<file path="src/rtl/ball_pkg.sv">
// Shared types and defaults for the ball motion engine and its peer hand-off payload.
package ball_pkg;

  localparam int DEF_SERVE_Y     = 220;
  localparam int DEF_BASE_PERIOD = 270000;
  localparam int VY_INIT         = -3;
  localparam int PL_CNT_W        = 20;
  localparam int PL_VEL_W        = 8;
  localparam int PL_GRAV_W       = 2;

  typedef enum logic [2:0] {
    IDLE    = 3'd0,
    RUN_R   = 3'd1,
    DIVIDE  = 3'd2,
    RUN_L   = 3'd3,
    HANDOFF = 3'd4,
    OVER    = 3'd5
  } state_t;

  typedef struct packed {
    logic [9:0]                  y;
    logic signed [PL_VEL_W-1:0]  vy;
    logic [PL_GRAV_W-1:0]        grav;
    logic [PL_CNT_W-1:0]         period;
  } ball_payload_t;

endpackage

</file>
<file path="src/rtl/seq_divider.sv">
// Restoring divider, one quotient bit per clock; the first bit is resolved in the start cycle.
module seq_divider #(
  parameter int W = 20
) (
  input  logic         clk_25MHZ,
  input  logic         reset,
  input  logic         start,
  input  logic [W-1:0] num,
  input  logic [W-1:0] den,
  output logic         busy,
  output logic         done,
  output logic [W-1:0] quot
);

  localparam int CW = $clog2(W + 1);

  logic [W-1:0]  rem, q, rem_in, q_in, rem_nx, q_nx;
  logic [W+1:0]  trial;
  logic [CW-1:0] cnt;

  always_comb begin
    rem_in = start ? '0 : rem;
    q_in   = start ? num : q;
    trial  = {1'b0, rem_in, q_in[W-1]} - {2'b00, den};
    if (!trial[W+1]) begin
      rem_nx = trial[W-1:0];
      q_nx   = {q_in[W-2:0], 1'b1};
    end else begin
      rem_nx = {rem_in[W-2:0], q_in[W-1]};
      q_nx   = {q_in[W-2:0], 1'b0};
    end
  end

  always_ff @(posedge clk_25MHZ) begin
    if (reset) begin
      rem  <= '0;
      q    <= '0;
      cnt  <= '0;
      done <= 1'b0;
    end else begin
      done <= 1'b0;
      if (start) begin
        rem <= rem_nx;
        q   <= q_nx;
        cnt <= CW'(W - 1);
      end else if (cnt != '0) begin
        rem  <= rem_nx;
        q    <= q_nx;
        cnt  <= cnt - 1'b1;
        done <= (cnt == CW'(1));
      end
    end
  end

  assign busy = (cnt != '0);
  assign quot = q;

endmodule

</file>
<file path="src/rtl/ball_motion_engine.sv">
// Ball physics and game FSM for one board: stepping, gravity, wall bounce, peer hand-off
// and post-hit step period recomputation.
module ball_motion_engine
  import ball_pkg::*;
#(
  parameter int H_RES       = 640,
  parameter int V_RES       = 480,
  parameter int BALL_SIZE   = 20,
  parameter int X_STEP      = 10,
  parameter int GRAV_PERIOD = 4,
  parameter int BASE_PERIOD = DEF_BASE_PERIOD,
  parameter int CNT_W       = PL_CNT_W,
  parameter int VEL_W       = PL_VEL_W,
  parameter int SERVE_Y     = DEF_SERVE_Y
) (
  input  logic                             clk_25MHZ,
  input  logic                             reset,
  input  logic                             upscale,
  input  logic                             game_start,
  input  logic                             collision_detected,
  input  logic [9:0]                       estimated_speed,
  input  logic                             rx_valid,
  output logic                             rx_ready,
  input  logic [9:0]                       rx_y,
  input  logic signed [VEL_W-1:0]          rx_vy,
  input  logic [$clog2(GRAV_PERIOD)-1:0]   rx_grav,
  input  logic [CNT_W-1:0]                 rx_period,
  output logic                             tx_valid,
  input  logic                             tx_ready,
  output logic [9:0]                       tx_y,
  output logic signed [VEL_W-1:0]          tx_vy,
  output logic [$clog2(GRAV_PERIOD)-1:0]   tx_grav,
  output logic [CNT_W-1:0]                 tx_period,
  output logic [9:0]                       ball_x,
  output logic [9:0]                       ball_y,
  output logic                             moving_right,
  output logic                             game_over,
  output logic [2:0]                       state_o
);

  localparam int GW = $clog2(GRAV_PERIOD);
  localparam logic signed [VEL_W:0] VMAX = (VEL_W+1)'((1 << (VEL_W - 1)) - 1);

  state_t                  state;
  logic [9:0]              x, y;
  logic signed [VEL_W-1:0] vy;
  logic [GW-1:0]           grav;
  logic [CNT_W-1:0]        period, tick;
  ball_payload_t           tx_pl, rx_pl;

  logic [9:0]              x_lim, y_max, y_step;
  logic signed [VEL_W:0]   vy_ext, vy_inc, vy_nxt, vy_neg;
  logic signed [VEL_W-1:0] vy_step;
  logic [GW-1:0]           grav_nxt;
  logic signed [10:0]      y_sum;
  logic                    step_now;

  logic                    div_start, div_busy, div_done;
  logic [CNT_W-1:0]        div_den, div_quot;

  assign rx_pl = '{y: rx_y, vy: rx_vy, grav: rx_grav, period: rx_period};

  always_comb begin
    x_lim    = upscale ? 10'(H_RES - BALL_SIZE) : 10'(H_RES / 2 - BALL_SIZE);
    y_max    = upscale ? 10'(V_RES - 1)         : 10'(V_RES / 2 - 1);
    step_now = (tick == period - 1'b1);
    vy_ext   = {vy[VEL_W-1], vy};
    if (grav == GW'(GRAV_PERIOD - 1)) begin
      vy_inc   = vy_ext + (VEL_W+1)'(1);
      grav_nxt = '0;
    end else begin
      vy_inc   = vy_ext;
      grav_nxt = grav + 1'b1;
    end
    if (vy_inc > VMAX)       vy_nxt = VMAX;
    else if (vy_inc < -VMAX) vy_nxt = -VMAX;
    else                     vy_nxt = vy_inc;
    vy_neg = -vy_nxt;
    // Position integrates the pre-gravity velocity; walls reflect the post-gravity one.
    y_sum = $signed({1'b0, y}) + $signed({{(11 - VEL_W){vy[VEL_W-1]}}, vy});
    if (y_sum >= $signed({1'b0, y_max})) begin
      y_step  = y_max;
      vy_step = vy_neg[VEL_W-1:0];
    end else if (y_sum <= 11'sd0) begin
      y_step  = '0;
      vy_step = vy_neg[VEL_W-1:0];
    end else begin
      y_step  = y_sum[9:0];
      vy_step = vy_nxt[VEL_W-1:0];
    end
  end

  assign div_start = (state == RUN_L) && collision_detected;
  assign div_den   = (estimated_speed < 10'd2) ? CNT_W'(2) : CNT_W'(estimated_speed);

  seq_divider #(.W(CNT_W)) u_div (
    .clk_25MHZ (clk_25MHZ),
    .reset     (reset),
    .start     (div_start),
    .num       (CNT_W'(BASE_PERIOD)),
    .den       (div_den),
    .busy      (div_busy),
    .done      (div_done),
    .quot      (div_quot)
  );

  always_ff @(posedge clk_25MHZ) begin
    if (reset) begin
      state    <= IDLE;
      x        <= '0;
      y        <= 10'(SERVE_Y);
      vy       <= VEL_W'(VY_INIT);
      grav     <= '0;
      period   <= CNT_W'(BASE_PERIOD);
      tick     <= '0;
      tx_valid <= 1'b0;
      tx_pl    <= '0;
    end else begin
      case (state)
        IDLE, OVER: begin
          if (game_start) begin
            state  <= RUN_R;
            x      <= '0;
            y      <= 10'(SERVE_Y);
            vy     <= VEL_W'(VY_INIT);
            grav   <= '0;
            period <= CNT_W'(BASE_PERIOD);
            tick   <= '0;
          end else if (state == IDLE && rx_valid) begin
            state  <= RUN_L;
            x      <= 10'(BALL_SIZE);
            y      <= rx_pl.y;
            vy     <= rx_pl.vy;
            grav   <= rx_pl.grav;
            period <= (rx_pl.period == '0) ? CNT_W'(BASE_PERIOD) : rx_pl.period;
            tick   <= '0;
          end
        end
        RUN_R: begin
          if (step_now) begin
            tick <= '0;
            if (x >= x_lim) begin
              tx_pl    <= '{y: y, vy: vy, grav: grav, period: period};
              tx_valid <= 1'b1;
              state    <= HANDOFF;
            end else begin
              x    <= x + 10'(X_STEP);
              y    <= y_step;
              vy   <= vy_step;
              grav <= grav_nxt;
            end
          end else begin
            tick <= tick + 1'b1;
          end
        end
        RUN_L: begin
          if (collision_detected) begin
            tick  <= '0;
            state <= DIVIDE;
          end else if (step_now) begin
            tick <= '0;
            if (x == '0) begin
              state <= OVER;
            end else begin
              x    <= (x < 10'(X_STEP)) ? '0 : x - 10'(X_STEP);
              y    <= y_step;
              vy   <= vy_step;
              grav <= grav_nxt;
            end
          end else begin
            tick <= tick + 1'b1;
          end
        end
        DIVIDE: begin
          if (div_done && !div_busy) begin
            period <= (div_quot == '0) ? CNT_W'(1) : div_quot;
            tick   <= '0;
            state  <= RUN_R;
          end
        end
        HANDOFF: begin
          // A new serve abandons a hand-off the peer never took.
          if (game_start || tx_ready) begin
            tx_valid <= 1'b0;
            state    <= IDLE;
          end
        end
        default: state <= IDLE;
      endcase
    end
  end

  assign rx_ready     = (state == IDLE) && !game_start;
  assign tx_y         = tx_pl.y;
  assign tx_vy        = tx_pl.vy;
  assign tx_grav      = tx_pl.grav;
  assign tx_period    = tx_pl.period;
  assign ball_x       = x;
  assign ball_y       = y;
  assign moving_right = (state == RUN_R) || (state == DIVIDE);
  assign game_over    = (state == OVER);
  assign state_o      = state;

endmodule
</file>
<file path="config.mk">
export PLATFORM = sky130hd
export DESIGN_NAME = ball_motion_engine
export DESIGN_NICKNAME = d
export VERILOG_FILES = /design/src/rtl/ball_pkg.sv /design/src/rtl/seq_divider.sv /design/src/rtl/ball_motion_engine.sv
export SDC_FILE = /design/constraint.sdc
export NUM_CORES = 1
export LEC_CHECK = 0
export CAP_MARGIN = 30
export CORE_MARGIN = 3
export CORE_UTILIZATION = 33
export DETAILED_ROUTE_END_ITERATION = 10
export MAX_ROUTING_LAYER = met4
export PLACE_DENSITY_LB_ADDON = 0.12
export SYNTH_ARGS = -nofsm -noshare
export SYNTH_HDL_FRONTEND = slang
export SYNTH_SLANG_ARGS = --single-unit
</file>
<file path="constraint.sdc">
create_clock -name clk_25MHZ -period 4.6 [get_ports clk_25MHZ]
set_input_delay 1.15 -clock clk_25MHZ [delete_from_list [all_inputs] [get_ports clk_25MHZ]]
set_output_delay 1.15 -clock clk_25MHZ [all_outputs]
set_load 0.01 [all_outputs]
</file>
Word-level counts from Yosys, hierarchy flattened
Index checks and enable logic that the tools add are counted.
{"block": "word_totals", "wordCells": 161, "regBits": 160}
{"block": "classes", "n_eq_ne": 19, "add_sub_neg": 10, "reduce_logical": 27, "n_lt_le_gt_ge": 7, "mux": 80, "n_bitwise": 1}
{"cell": "$mux W20", "n": 17}
{"cell": "$mux W10", "n": 19}
{"cell": "$mux W8", "n": 11}
{"cell": "$pmux W20 S4", "n": 1}
{"cell": "$pmux W10 S3", "n": 2}
{"cell": "$logic_not A20 Y1", "n": 2}
{"cell": "$pmux W20 S2", "n": 1}
{"cell": "$mux W3", "n": 9}
{"cell": "$pmux W8 S3", "n": 1}
{"cell": "$sub A21 B10 Y22", "n": 1}
{"cell": "$add A20 B1 Y20 const B", "n": 1}
{"cell": "$eq A20 B20 Y1", "n": 1}
{"cell": "$sub A20 B1 Y20 const B", "n": 1}
{"cell": "$mux W9", "n": 2}
{"cell": "$mux W2", "n": 8}
{"cell": "$ne A2 B2 Y1 const B", "n": 8}
{"cell": "$pmux W3 S5", "n": 1}
{"cell": "$reduce_and A7 Y1", "n": 2}
{"cell": "$add A11 B8 Y11", "n": 1}
{"cell": "$ge A11 B10 Y1", "n": 1}
{"cell": "$le A11 B1 Y1 const B", "n": 1}
{"cell": "$add A10 B4 Y10 const B", "n": 1}
{"cell": "$ge A10 B10 Y1", "n": 1}
{"cell": "$logic_not A10 Y1", "n": 1}
{"cell": "other kinds (33)", "n": 50}

Longest topological paths before layout
Gate-level depths: netlist of run 1.
{"block": "depth", "depth_word": 12, "mapped_depth": 16, "mapped_depth_nobuf": 14}

Hierarchy
From an unflattened synthesis of run 1, not the netlist that was laid out.
{"block": "hier_totals", "cells_unflattened": 1398, "hier_area_um2": 10442.5}
{"module": "ball_motion_engine", "n_inst": 1, "area_each_um2": 7218.2, "cells_per_inst": 967, "seq_area_each_um2": 2262.2}
{"module": "seq_divider", "n_inst": 1, "area_each_um2": 3224.3, "cells_per_inst": 431, "seq_area_each_um2": 920.9}

Worst setup path before layout of run 1
Ideal clock, no wire load.
{"block": "synth_timing", "kind": "input to register", "startpoint": "in collision_detected", "endpoint": "reg u_div.rem[2]", "required_time_ns": 4.483, "path_buffers": 2, "arrival_time_ns": 4.112, "cell_stages": 13, "setup_slack_ns": 0.371, "cell_sequence": "nand3_1 -> clkbuf_1 -> and2_1 -> ha_1 -> nor2b_1 -> o21a_1 -> o21a_1 -> o2111ai_1 -> a31oi_1 -> nand2b_1 -> clkbuf_1 -> mux2_2 -> a32o_1"}
{"block": "synth_via", "elab_chain_len": 6, "elab_cells_between_ends": 8, "cone_classes": "1 x add/sub; 5 x mux; 2 x reduce/logical"}
{"item": "start, declared", "line_no": "ball_motion_engine.sv:20", "rtl": "input logic collision_detected,"}
{"item": "$logic_and A1 B1 Y1 *", "line_no": "ball_motion_engine.sv:93", "rtl": "assign div_start = (state == RUN_L) && collision_detected;"}
{"item": "$mux W20, on equally long branches", "line_no": "seq_divider.sv:23, seq_divider.sv:22"}
{"item": "$sub A21 B10 Y22", "line_no": "seq_divider.sv:24", "rtl": "trial = {1'b0, rem_in, q_in[W-1]} - {2'b00, den};"}
{"item": "$mux W20", "line_no": "seq_divider.sv:25", "rtl": "if (!trial[W+1]) begin"}
{"item": "$mux W20", "line_no": "seq_divider.sv:46", "rtl": "end else if (cnt != '0) begin"}
{"item": "$mux W20", "line_no": "seq_divider.sv:42", "rtl": "if (start) begin"}
{"item": "end signal, assigned", "line_no": "seq_divider.sv:43", "rtl": "rem <= rem_nx;"}
{"item": "end signal, assigned", "line_no": "seq_divider.sv:47", "rtl": "rem <= rem_nx;"}
{"item": "end, declared", "line_no": "seq_divider.sv:17", "rtl": "logic [W-1:0] rem, q, rem_in, q_in, rem_nx, q_nx;"}
Mark *: on every way between the ends. The rest lies on a longest branch, timed or not. The select of a mux whose other input is x is not followed.
A chain may end at the register's enable or synchronous reset.

Worst setup path after layout of run 1
{"block": "layout_timing", "startpoint": "in estimated_speed[5]", "endpoint": "reg u_div.rem[16]"}
{"block": "layout_via", "elab_chain_len": 6}
{"item": "start, declared", "line_no": "ball_motion_engine.sv:21", "rtl": "input logic [9:0] estimated_speed,"}
{"item": "$lt A10 B2 Y1", "line_no": "ball_motion_engine.sv:94", "rtl": "assign div_den = (estimated_speed < 10'd2) ? CNT_W'(2) : CNT_W'(estimated_speed);"}
{"item": "$mux W10 *", "line_no": "ball_motion_engine.sv:94"}
{"item": "$sub A21 B10 Y22 *", "line_no": "seq_divider.sv:24"}
{"item": "$mux W20 *", "line_no": "seq_divider.sv:25"}
{"item": "$mux W20", "line_no": "seq_divider.sv:46"}
{"item": "$mux W20 *", "line_no": "seq_divider.sv:42"}
Marked as above.

==> results of run 1 <==
cells by family (layout without fill, tap and decap cells):
group | Yosys count | after routing | synth area share
compound gates | 371 | 371 | 0.2488
xor+xnor | 44 | 44 | 0.03784
fa+ha+maj | 37 | 37 | 0.04693
buf+inv | 132 | 232 | 0.05283
flops | 159 | 159 | 0.3126
mux | 59 | 59 | 0.05824
other cells | 1 | 1 | 0.0003682
simple gates | 493 | 493 | 0.2424
worst register-to-register path, cell delays in order (launching register included):
cell and delay [ns]:
dfxtp_1 0.35, ha_1 0.24, fa_1 0.43, a211oi_1 0.46, or2_2 0.20, a221oi_1 0.13, or4_1 0.57, nor4_1 0.78
nor3_2 0.21, a221o_1 0.41, a221o_1 0.28
where the power goes:
part / internal [uW] / switching [uW] / total (uW)
Sequential: 1640 / 378 / 2020
Combinational: 1740 / 2550 / 4290
Clock: 836 / 627 / 1460
metrics by stage:
stage          power [uW]  hold slack, ns
2_1_floorplan        4936          0.4167
3_3_place_gp         6200          0.4359
3_5_place_dp         6294          0.4387
4_1_cts              7792          0.4552
5_1_grt              8418          0.4971
6_report             7777          0.4513
path summary, 6_finish.rpt:
| kind | start | to | slack (ns) | depth (start not counted) |
|---|---|---|---|---|
| setup reg to reg | ball_y[0]$_SDFFE_PP0P_ | ball_y[4]$_SDFFE_PP1P_ | 0.41 | 10 |
| setup / recovery | estimated_speed[5] | u_div.rem[16]$_SDFFE_PP0P_ | 0.38 | 13 |
| hold / removal | u_div.rem[4]$_SDFFE_PP0P_ | u_div.rem[4]$_SDFFE_PP0P_ | 0.45 | 2 |
| hold reg to reg | u_div.rem[4]$_SDFFE_PP0P_ | u_div.rem[4]$_SDFFE_PP0P_ | 0.45 | 2 |
sequential cells by signal (all words and copies together), names as in the netlist:
| register | flops |
|---|---|
| state_o | 3 |
| tx_grav | 2 |
| period | 20 |
| tick | 20 |
| u_div.cnt | 5 |
| tx_y | 10 |
| u_div.rem | 20 |
| tx_period | 20 |
| tx_valid | 1 |
| ball_y | 10 |
| u_div.done | 1 |
| ball_x | 9 |
| tx_vy | 8 |
| vy | 8 |
| grav | 2 |
| u_div.quot | 20 |
layer usage:
| layer | vias up | GRT usage | routed length [um] | share of wire |
|---|---|---|---|---|
| li1 | 4995 | - | - | - |
| met1 | 4868 | 0.2813 | 15730 | 0.48 |
| met2 | 260 | 0.3106 | 15000 | 0.45 |
| met3 | 42 | 0.03145 | 1804 | 0.055 |
| met4 | 0 | 0.05271 | 570 | 0.017 |
| met5 | - | - | 0 | 0 |
cell type report:
| class | instances | area, um^2 | share of cell area |
|---|---|---|---|
| inverters | 34 | 127.6 | 0.01024 |
| clock buffers | 21 | 460.4 | 0.03695 |
| multi-input cells | 1005 | 6470 | 0.5192 |
| clock inverters | 11 | 130.1 | 0.01044 |
| repair buffers | 166 | 1602 | 0.1285 |
| flip-flops and latches | 159 | 3183 | 0.2554 |
| well taps | 390 | 488.0 | 0.03916 |
cells in the final DEF, fill, tap and decap left out, types with 11 or more instances in the layout:
cell type        instances
a211oi_1                30
a21oi_1                 93
a311oi_1                27
a31oi_1                 21
and2_1                  15
and3_1                  17
buf_4                   42
clkbuf_16               17
clkdlybuf4s50_1        121
dfxtp_1                159
ha_1                    35
inv_1                   34
mux2i_1                 57
nand2_1                125
nand2b_1                20
nand3_1                 36
nand4_1                 14
nor2_1                 117
nor3_1                  47
nor3b_1                 16
nor4_1                  28
o211ai_1                12
o21a_1                  13
o21ai_0                 62
or3_1                   11
or4_1                   12
xnor2_1                 28
xor2_1                  16
==> results by group, run 1 <==
Yosys
  – Post-synth net total: roughly 1400
  – Post-synth top flop: dfxtp_1
  – EDFF count, synth: 0
  – Synth top cells by count: 159 x dfxtp_1, 125 x nand2_1, 117 x nor2_1
  – Leading area contributor after synthesis: dfxtp_1
  – Async S/R FF share, synth: 0
  – Most numerous cell in the Yosys netlist: dfxtp_1
  – Register area share after synthesis: 0.3126
  – Share of the synthesized area in the top cell type: 0.3126
  – Largest cells by area after synthesis: dfxtp_1 31%, mux2i_1 5.6%, nand2_1 4.6%, a21oi_1 4.6%, nor2_1 4.3%
  – Seq cells post-synth: between 150 and 200
  – Synth cell types: slightly below 80
  – Mapped Area: a little over 0.01 mm^2
  – Synth Warn #: 0
  – Synthesized area per cell: between 7 and 8 um^2
  – Syn Inst Count: 1296

Setup path
  – Cells along the critical path: clkdlybuf4s50_1 > nor4_1 > a21oi_1 > fa_1 > a21o_1 > a21oi_1 > o21bai_1 > a221o_1 > a31oi_1 > o21ai_1 > buf_4 > a21o_1 > a221oi_1
  – Critical path type: input port to flop
  – CP Launch Type: input port
  – CP required: between 4 and 5 ns
  – Worst endpoint data arrival time: around 4.6 ns
  – CP top delay family: compound AO/OA/AOI/OAI gates
  – Worst Setup End Kind: flop
  – Max stage delay cell, worst path: fa_1
  – Max Fanout on Critical Path: 6
  – CP Buf/Inv Count: 2
  – Critical Path Max Stage Delay: ~0.46 ns

Placement
  – GP Congestion: between 0.9 and 1
  – Dpl ws: -0.04838 ns
  – DP Cell Count: ~1800
  – I/O Buffers: between 100 and 150
  – DP Area: between 0.01 and 0.015 mm^2
  – HPWL Detailed: between 20000 and 25000 um

Timing
  – Minimum clock period: approximately 4.2 ns
  – Fin worst setup slack: about 0.38 ns
  – Final hold viol count: 0
  – Relative slew slack: 0.3296
  – Achievable Freq: roughly 0.24 GHz
  – Setup TNS: 0 ns
  – Clock Skew: ~0.011 ns
  – Slew Limit Fails: 0
  – Final setup viols: 0
  – Worst Max-Slew Pin Slew: approximately 1.0 ns
  – Final worst path period share: 0.9182
  – RSZ-0062 raised after global routing: false

CTS
  – Clock sink total: 159
  – Post-CTS Hold Buffers: 0
  – # Post-CTS Setup Buffers: 0
  – CTS root buf: clkbuf_16
  – TritonCTS clock tree: built
  – Num CTS Buffers: 17
  – Clock transition at path regs: roughly 0.070 ns
  – H-tree depth: 4
  – Clk buf depth: 2
  – Skew-Pair Late Insertion Delay: ~0.44 ns
  – CTS resizes: 0

Floorplanning
  – Die footprint: 0.03300 mm^2
  – Chip Height: about 180 um
  – Core area: 0.03003 mm^2
  – FP Rows: between 60 and 70
  – Starting Density: 0.3391
  – # IOs: 124
  – Die width: roughly 180 um

Global route
  – Vias in the first global route: a little under 10000
  – Largest net degree at the start of global routing: 79
  – Remaining Overflow, GRT: 0
  – GRT Util Overall: 0.2033
  – Initial antenna violation count: 0
  – First-pass GRT wire length: around 53000 um

Worst hold path
  – HP Class: flop to flop

Routing
  – Via-to-Cell Ratio: approximately 5.7
  – WL final: 33100 um
  – 1st-pass router iterations: 5
  – Vias: 10170
  – Starting DRC count in detailed routing: between 700 and 800
  – Antenna Nets Post-Route: 0
  – WL per Instance: roughly 19 um
  – DRC: 0

Finish
  – Final cell count without fillers: between 1500 and 2000
  – Antenna fix cells: 0
  – Design area: between 0.01 and 0.015 mm^2
  – Share of cells above drive strength 1: 0.06734
  – Core Util, Final: 0.4149
  – NumNets Final: roughly 1500
  – Area grow syn2layout: 22.36%
  – Filler Cell Count: 3104

Power
  – Max VDD drop: a little over 0.4 mV
  – Pwr/cell area: 624.1 mW/mm^2
  – P_leak: between 0.004 and 0.005 uW

Run
  – Maxcap violations: 0

Status
  – Status: finished clean
Note: power is estimated with default switching activity, not from simulation.
==> run 2, diff against run 1 <==
- clock period: 4.6 -> 4.9 ns (I/O delays scaled with it)
==> results by group, run 2 (synthesis results as in run 1) <==
Setup path
  – Critical Path Max Stage Delay: 0.47 ns (was 0.46 ns)
  – R2r startpoint: ball_y[0]$_SDFFE_PP0P_ (unchanged)
  – Critical path type: input port to flop (unchanged)
  – Critical R2R Capture: ball_y[4]$_SDFFE_PP1P_ (unchanged)
  – Reg2Reg Depth: 12 (was 10)
  – CP Buf/Inv Count: 2 (unchanged)
  – Max stage delay cell, worst path: fa_1 (unchanged)
  – Cells along the critical path: clkdlybuf4s50_1 > nor4_1 > a21oi_1 > fa_1 > a21o_1 > a21oi_1 > o21bai_1 > a221o_1 > a31oi_1 > o21ai_1 > buf_4 > a21o_1 > a211oi_1 (was clkdlybuf4s50_1 > nor4_1 > a21oi_1 > fa_1 > a21o_1 > a21oi_1 > o21bai_1 > a221o_1 > a31oi_1 > o21ai_1 > buf_4 > a21o_1 > a221oi_1)
  – Worst Setup End Kind: flop (unchanged)
  – Worst endpoint data arrival time: 4.62 ns (was 4.56 ns)
  – R2R setup slack: 0.65 ns (was 0.41 ns)
  – CP top delay family: compound AO/OA/AOI/OAI gates (unchanged)
  – CP Launch Type: input port (unchanged)
  – CP required: 5.24 ns (was 4.94 ns)
  – Max Fanout on Critical Path: 5 (was 6)

CTS
  – Skew-Pair Late Insertion Delay: 0.44 ns (about the same)
  – Clock sink total: 159 (unchanged)
  – H-tree depth: 4 (unchanged)
  – TritonCTS clock tree: built (unchanged)
  – CTS root buf: clkbuf_16 (unchanged)
  – CTS resizes: 0 (unchanged)
  – Clock transition at path regs: 0.07 ns (about the same)
  – Post-CTS Hold Buffers: 0 (unchanged)
  – # Post-CTS Setup Buffers: 0 (unchanged)
  – Num CTS Buffers: 17 (unchanged)
  – Clk buf depth: 2 (unchanged)

Finish
  – Share of cells above drive strength 1: 0.06268 (was 0.06734)
  – Multi-input gate area: 0.006470 mm^2 (unchanged)
  – Filler Cell Count: 3092 (was 3104)
  – Antenna fix cells: 0 (unchanged)
  – Register area: 0.003183 mm^2 (unchanged)
  – NumNets Final: 1469 (was 1477)
  – Area grow syn2layout: 21.57% (was 22.36%)
  – Final cell count without fillers: 1778 (was 1786)
  – Commonest cells after routing, fill and taps aside: 159 x dfxtp_1, 125 x nand2_1, 121 x clkdlybuf4s50_1 (unchanged)
  – Most common cell after layout, fill and taps aside: dfxtp_1 (unchanged)

Worst hold path
  – Hold EP: u_div.rem[5]$_SDFFE_PP0P_ (was u_div.rem[4]$_SDFFE_PP0P_)
  – Hold_sp: u_div.rem[5]$_SDFFE_PP0P_ (was u_div.rem[4]$_SDFFE_PP0P_)
  – WHS Path Cells: 2 (unchanged)
  – HP Class: flop to flop (unchanged)

Timing
  – Worst Max-Slew Pin Slew: 1.054 ns (was 0.9964 ns)
  – Final hold viol count: 0 (unchanged)
  – Slew Limit Fails: 0 (unchanged)
  – Final setup viols: 0 (unchanged)
  – Setup TNS: 0 ns (unchanged)
  – Achievable Freq: between 0.2 and 0.25 GHz
  – Relative slew slack: 0.2947 (was 0.3296)
  – Minimum clock period: around 4.3 ns
  – RSZ-0062 raised after global routing: false (unchanged)
  – Clock Skew: 0.01105 ns (was 0.01099 ns)
  – Final worst path period share: 0.8738

Global route
  – Remaining Overflow, GRT: 0 (unchanged)
  – First-pass GRT wire length: 52500 um (was 53260 um)
  – GRT Util Overall: 0.1996 (was 0.2033)
  – Initial antenna violation count: 0 (unchanged)
  – Vias in the first global route: 9475 (was 9667)
  – Largest net degree at the start of global routing: 72 (was 79)

Placement
  – DP Cell Count: 1746 (was 1753)
  – HPWL Detailed: 23630 um (was 24000 um)
  – GP Congestion: 0.8927 (was 0.9001)
  – I/O Buffers: 122 (unchanged)

Power
  – Pwr/cell area: 582.3 mW/mm^2 (was 624.1 mW/mm^2)
  – Max VDD drop: 0.3396 mV (was 0.4138 mV)
  – P_leak: 0.004428 uW (was 0.004469 uW)

Floorplanning
  – # IOs: 124 (unchanged)
  – Starting Density: 0.3391 (unchanged)
  – Die width: 181.7 um (unchanged)
  – Chip Height: 181.7 um (unchanged)
  – Die footprint: 0.03300 mm^2 (unchanged)
  – Core area: 0.03003 mm^2 (unchanged)
  – FP Rows: 63 (unchanged)

Routing
  – WL final: 32860 um (was 33100 um)
  – 1st-pass router iterations: 5 (unchanged)
  – WL per Instance: 18.48 um (was 18.53 um)
  – Starting DRC count in detailed routing: 660 (was 707)
  – Via-to-Cell Ratio: 5.690 (was 5.691)
  – Vias: 10120 (was 10170)
  – DRC: 0 (unchanged)
  – Antenna Nets Post-Route: 0 (unchanged)

Status
  – Status: finished clean (unchanged)

Run
  – Maxcap violations: 0 (unchanged)
[run 2: final cells by class]
class / count / area share
multi-input cells: 1005 / 0.5226
flip-flops and latches: 159 / 0.2571
repair buffers: 158 / 0.1245
well taps: 390 / 0.03941
clock buffers: 18 / 0.03466
clock inverters: 14 / 0.01142
inverters: 34 / 0.01031
[run 2: power by group]
group / leakage, uW / switching (uW) / internal (uW)
Clock: 0.000278 / 651 / 679
Sequential: 0.00130 / 391 / 1540
Combinational: 0.00285 / 2350 / 1600
Total: 0.00443 / 3390 / 3820
[run 2: worst max path at each step]
stage	endpoint	startpoint	slack (ns)	cells past startpoint
2_1_floorplan	u_div.rem[2]$_SDFFE_PP0P_	collision_detected	0.60	13
3_3_place_gp	u_div.rem[16]$_SDFFE_PP0P_	estimated_speed[5]	0.21	13
3_5_place_dp	u_div.rem[16]$_SDFFE_PP0P_	estimated_speed[5]	0.17	13
4_1_cts	u_div.rem[16]$_SDFFE_PP0P_	estimated_speed[5]	0.61	13
5_1_grt	ball_y[4]$_SDFFE_PP1P_	ball_y[0]$_SDFFE_PP0P_	0.28	12
6_report	u_div.rem[12]$_SDFFE_PP0P_	estimated_speed[5]	0.62	13
[run 2: stage by stage]
| step | total power, uW | instance area, um^2 | hold slack [ns] | setup WS (ns) | utilization |
|---|---|---|---|---|---|
| final | 7209 | 12380 | 0.4515 | 0.6186 | 0.4122 |
| after global routing | 7771 | 12380 | 0.4727 | 0.2789 | 0.4122 |
| after CTS | 7219 | 12380 | 0.4554 | 0.6120 | 0.4122 |
| after detailed placement | 5869 | 11810 | 0.4378 | 0.1705 | 0.3932 |
| after global placement | 5792 | 11760 | 0.4359 | 0.2053 | 0.3914 |
| after floorplan | 4634 | 10180 | 0.4167 | 0.5960 | - |
[run 2: per-layer routing]
layer  track usage  vias to the layer above  wire, um
met4       0.05271                        0       511
met3       0.02644                       32      1431
met1        0.2773                     4842     16060
met5             -                        -         0
li1              -                     4997         -
met2        0.3065                      245     14860
[run 2: worst register-to-register path, delay by kind of cell, from the launching register on]
kind	cells	cell delay, ns
fa+ha+maj	3	0.95
mux	1	0.24
compound gates	5	1.92
simple gates	3	0.69
flops	1	0.35
==> run 3, diff against run 2 <==
- ABC_AREA: default -> 1
- CORE_UTILIZATION: 33 -> 50
==> results by group, run 3 <==
Yosys
  – Post-synth top flop: dfxtp_1 (unchanged)
  – Largest cells by area after synthesis: dfxtp_1 31%, nand2_1 16%, nor2_1 7.1%, inv_1 7.0%, a21oi_1 6.6% (was dfxtp_1 31%, mux2i_1 5.6%, nand2_1 4.6%, a21oi_1 4.6%, nor2_1 4.3%)
  – Share of the synthesized area in the top cell type: 0.3102 (was 0.3126)
  – Leading area contributor after synthesis: dfxtp_1 (unchanged)
  – Syn Inst Count: 1625 (was 1296)
  – Post-synth net total: 1719 (was 1390)
  – Synth Warn #: 0 (unchanged)
  – Synthesized area per cell: 6.315 um^2 (was 7.858 um^2)
  – EDFF count, synth: 0 (unchanged)
  – Most numerous cell in the Yosys netlist: nand2_1 (was dfxtp_1)
  – Mapped Area: 0.01026 mm^2 (was 0.01018 mm^2)
  – Synth cell types: 49 (was 77)
  – Async S/R FF share, synth: 0 (unchanged)
  – Seq cells post-synth: 159 (unchanged)
  – Synth top cells by count: 445 x nand2_1, 194 x nor2_1, 191 x inv_1 (was 159 x dfxtp_1, 125 x nand2_1, 117 x nor2_1)
  – Register area share after synthesis: 0.3102 (was 0.3126)

Floorplanning
  – Chip Height: 149.3 um (was 181.7 um)
  – Starting Density: 0.5188 (was 0.3391)
  – Die width: 149.3 um (was 181.7 um)
  – Core area: 0.01978 mm^2 (was 0.03003 mm^2)
  – Die footprint: 0.02228 mm^2 (was 0.03300 mm^2)
  – FP Rows: 51 (was 63)
  – # IOs: 124 (unchanged)

Finish
  – Antenna fix cells: 0 (unchanged)
  – Final cell count without fillers: 1996 (was 1778)
  – Filler Cell Count: 1860 (was 3092)
  – Share of cells above drive strength 1: 0.03697 (was 0.06268)
  – Most common cell after layout, fill and taps aside: nand2_1 (was dfxtp_1)
  – NumNets Final: 1812 (was 1469)
  – Area grow syn2layout: 19.13% (was 21.57%)
  – Commonest cells after routing, fill and taps aside: 445 x nand2_1, 194 x nor2_1, 191 x inv_1 (was 159 x dfxtp_1, 125 x nand2_1, 121 x clkdlybuf4s50_1)

Power
  – Pwr/cell area: 572.9 mW/mm^2 (was 582.3 mW/mm^2)
  – Clock share of power: 0.188 (was 0.184)
  – Switching Power: 3362 uW (was 3392 uW)
  – Sw Ratio: 0.4801 (was 0.4706)
  – P_leak: 0.005375 uW (was 0.004428 uW)
  – Sequential power share: 0.273 (was 0.268)
  – Int Pwr: 3641 uW (was 3816 uW)
  – Max VDD drop: 0.3588 mV (was 0.3396 mV)
  – Gate power share: 0.539 (was 0.547)

Setup path
  – CP Launch Type: input port (unchanged)
  – Critical Path Max Stage Delay: 0.52 ns (was 0.47 ns)
  – Top cell by count, worst path: nand2_1
  – Worst endpoint data arrival time: 4.33 ns (was 4.62 ns)
  – R2R setup slack: 1.02 ns (was 0.65 ns)
  – CP required: 5.21 ns (was 5.24 ns)
  – Cells along the critical path: clkdlybuf4s50_1 > nand2_2 > nand2_1 > inv_1 > ha_1 > nand2_1 > nand2_1 > nand2_1 > nand2_1 > nor2_1 > o21ai_0 > nand2_1 > nand2_1 > nand2_1 > nand2_1 > inv_1 > nand2_2 > inv_1 > o211ai_1 > a21oi_1 (was clkdlybuf4s50_1 > nor4_1 > a21oi_1 > fa_1 > a21o_1 > a21oi_1 > o21bai_1 > a221o_1 > a31oi_1 > o21ai_1 > buf_4 > a21o_1 > a211oi_1)
  – R2r startpoint: period[0]$_SDFFE_PP0P_ (was ball_y[0]$_SDFFE_PP0P_)
  – Worst setup path end: u_div.rem[2]$_SDFFE_PP0P_ (was u_div.rem[12]$_SDFFE_PP0P_)
  – Worst Setup End Kind: flop (unchanged)
  – Critical path type: input port to flop (unchanged)
  – Max Fanout on Critical Path: 23 (was 5)
  – Max stage delay cell, worst path: clkdlybuf4s50_1 (was fa_1)
  – Reg2Reg Depth: 15 (was 12)
  – Crit path from: collision_detected (was estimated_speed[5])
  – Critical R2R Capture: ball_x[4]$_SDFFE_PP0P_ (was ball_y[4]$_SDFFE_PP1P_)

Global route
  – GRT Util Overall: 0.2709 (was 0.1996)
  – Vias in the first global route: 9898 (was 9475)
  – Initial antenna violation count: 0 (unchanged)
  – Largest net degree at the start of global routing: 88 (was 72)
  – Remaining Overflow, GRT: 0 (unchanged)
  – First-pass GRT wire length: 47870 um (was 52500 um)

Placement
  – I/O Buffers: 122 (unchanged)
  – DP Cell Count: 1964 (was 1746)
  – GP Congestion: 0.9612 (was 0.8927)
  – HPWL Detailed: 21990 um (was 23630 um)

Status
  – Status: finished clean (unchanged)

CTS
  – TritonCTS clock tree: built (unchanged)
  – H-tree depth: 4 (unchanged)
  – Clock transition at path regs: 0.06 ns (was 0.07 ns)
  – CTS resizes: 0 (unchanged)
  – CTS root buf: clkbuf_16 (unchanged)
  – Clk buf depth: 2 (unchanged)
  – Num CTS Buffers: 17 (unchanged)
  – Skew-Pair Late Insertion Delay: 0.43 ns (was 0.44 ns)
  – Clock sink total: 159 (unchanged)
  – Post-CTS Hold Buffers: 0 (unchanged)
  – # Post-CTS Setup Buffers: 0 (unchanged)

Timing
  – Relative slew slack: 0.3624 (was 0.2947)
  – RSZ-0062 raised after global routing: false (unchanged)
  – Final hold slack: 0.4587 ns (was 0.4515 ns)
  – Slew Limit Fails: 0 (unchanged)
  – Achievable Freq: 0.2488 GHz (was 0.2336 GHz)
  – Setup TNS: 0 ns (unchanged)
  – Minimum clock period: 4.020 ns (was 4.281 ns)
  – Worst Max-Slew Pin Slew: 0.9564 ns (was 1.054 ns)
  – Final setup viols: 0 (unchanged)
  – Clock Skew: 0.009907 ns (was 0.01105 ns)
  – Final worst path period share: 0.8204 (was 0.8738)
  – Final hold viol count: 0 (unchanged)

Routing
  – WL per Instance: 14.79 um (was 18.48 um)
  – WL final: 29520 um (was 32860 um)
  – Vias: 10740 (was 10120)
  – Antenna Nets Post-Route: 0 (unchanged)
  – 1st-pass router iterations: 6 (was 5)
  – Via-to-Cell Ratio: 5.382 (was 5.690)
  – Starting DRC count in detailed routing: 906 (was 660)
  – DRC: 0 (unchanged)

Worst hold path
  – WHS Path Cells: 2 (unchanged)
  – HP Class: flop to flop (unchanged)
  – Hold_sp: tx_vy[4]$_SDFFE_PP0P_ (was u_div.rem[5]$_SDFFE_PP0P_)

Run
  – Maxcap violations: 0 (unchanged)
[run 3: cell count changes after synthesis, moves of 44 or more]
cell,before,now
nand2_1,125,445
inv_1,34,191
mux2i_1,57,0
nand3_1,36,86
clkbuf_1,81,37
nor2_1,117,194
[run 3: per-stage QoR]
step / total power (uW) / cell area (um^2) / util / worst slack (ns)
final: 7004 / 12230 / 0.6180 / 0.8800
after global routing: 7620 / 12230 / 0.6180 / 0.5877
after CTS: 6972 / 12230 / 0.6180 / 0.9188
after detailed placement: 5636 / 11640 / 0.5883 / 0.4737
after global placement: 5583 / 11640 / 0.5883 / 0.6236
after floorplan: 4673 / 10260 / - / 1.204
[run 3: worst min path at each step]
stage	end	slack (ns)
floorplan	u_div.rem[5]$_SDFFE_PP0P_	0.45
global placement	tx_vy[2]$_SDFFE_PP0P_	0.45
detailed placement	tx_vy[4]$_SDFFE_PP0P_	0.45
CTS	tx_period[13]$_SDFFE_PP0P_	0.46
global route	tx_period[13]$_SDFFE_PP0P_	0.48
finish	tx_vy[4]$_SDFFE_PP0P_	0.46
[run 3: worst max-delay path, delay by kind of cell]
family | cells | cell delay (ns)
simple gates | 12 | 1.29
buf+inv | 4 | 0.85
compound gates | 3 | 0.60
fa+ha+maj | 1 | 0.35
[run 3: metal layers]
layer / vias up / part of all wire / GRT usage
met5: - / 0 / -
met4: 0 / 0.021 / 0.08879
met3: 44 / 0.047 / 0.03677
met2: 297 / 0.46 / 0.4232
met1: 4888 / 0.48 / 0.3644
li1: 5514 / - / -
[run 3: final cells by class]
class | instances | area (um^2) | share of cell area
multi-input cells | 1211 | 6097 | 0.4987
flip-flops and latches | 159 | 3183 | 0.2604
repair buffers | 130 | 1279 | 0.1046
inverters | 199 | 747.0 | 0.06110
clock buffers | 21 | 480.5 | 0.03930
well taps | 265 | 331.6 | 0.02712
clock inverters | 11 | 107.6 | 0.008802
[run 3: cell families (layout without fill, tap and decap cells)]
logic type,count (synthesis),count (layout),share of synthesized area
compound gates,301,301,0.1690
xor+xnor,46,46,0.03926
simple gates,826,826,0.3389
buf+inv,255,361,0.09571
flops,159,159,0.3102
other cells,1,1,0.0003654
fa+ha+maj,37,37,0.04657
[run 3: power by group through the flow]
stage	clock network (uW)	logic (uW)	registers [uW]
after floorplan	0	2850	1830
after global placement	0	3650	1930
after detailed placement	0	3710	1930
after CTS	1340	3730	1900
after global routing	1380	4290	1940
final	1320	3780	1910
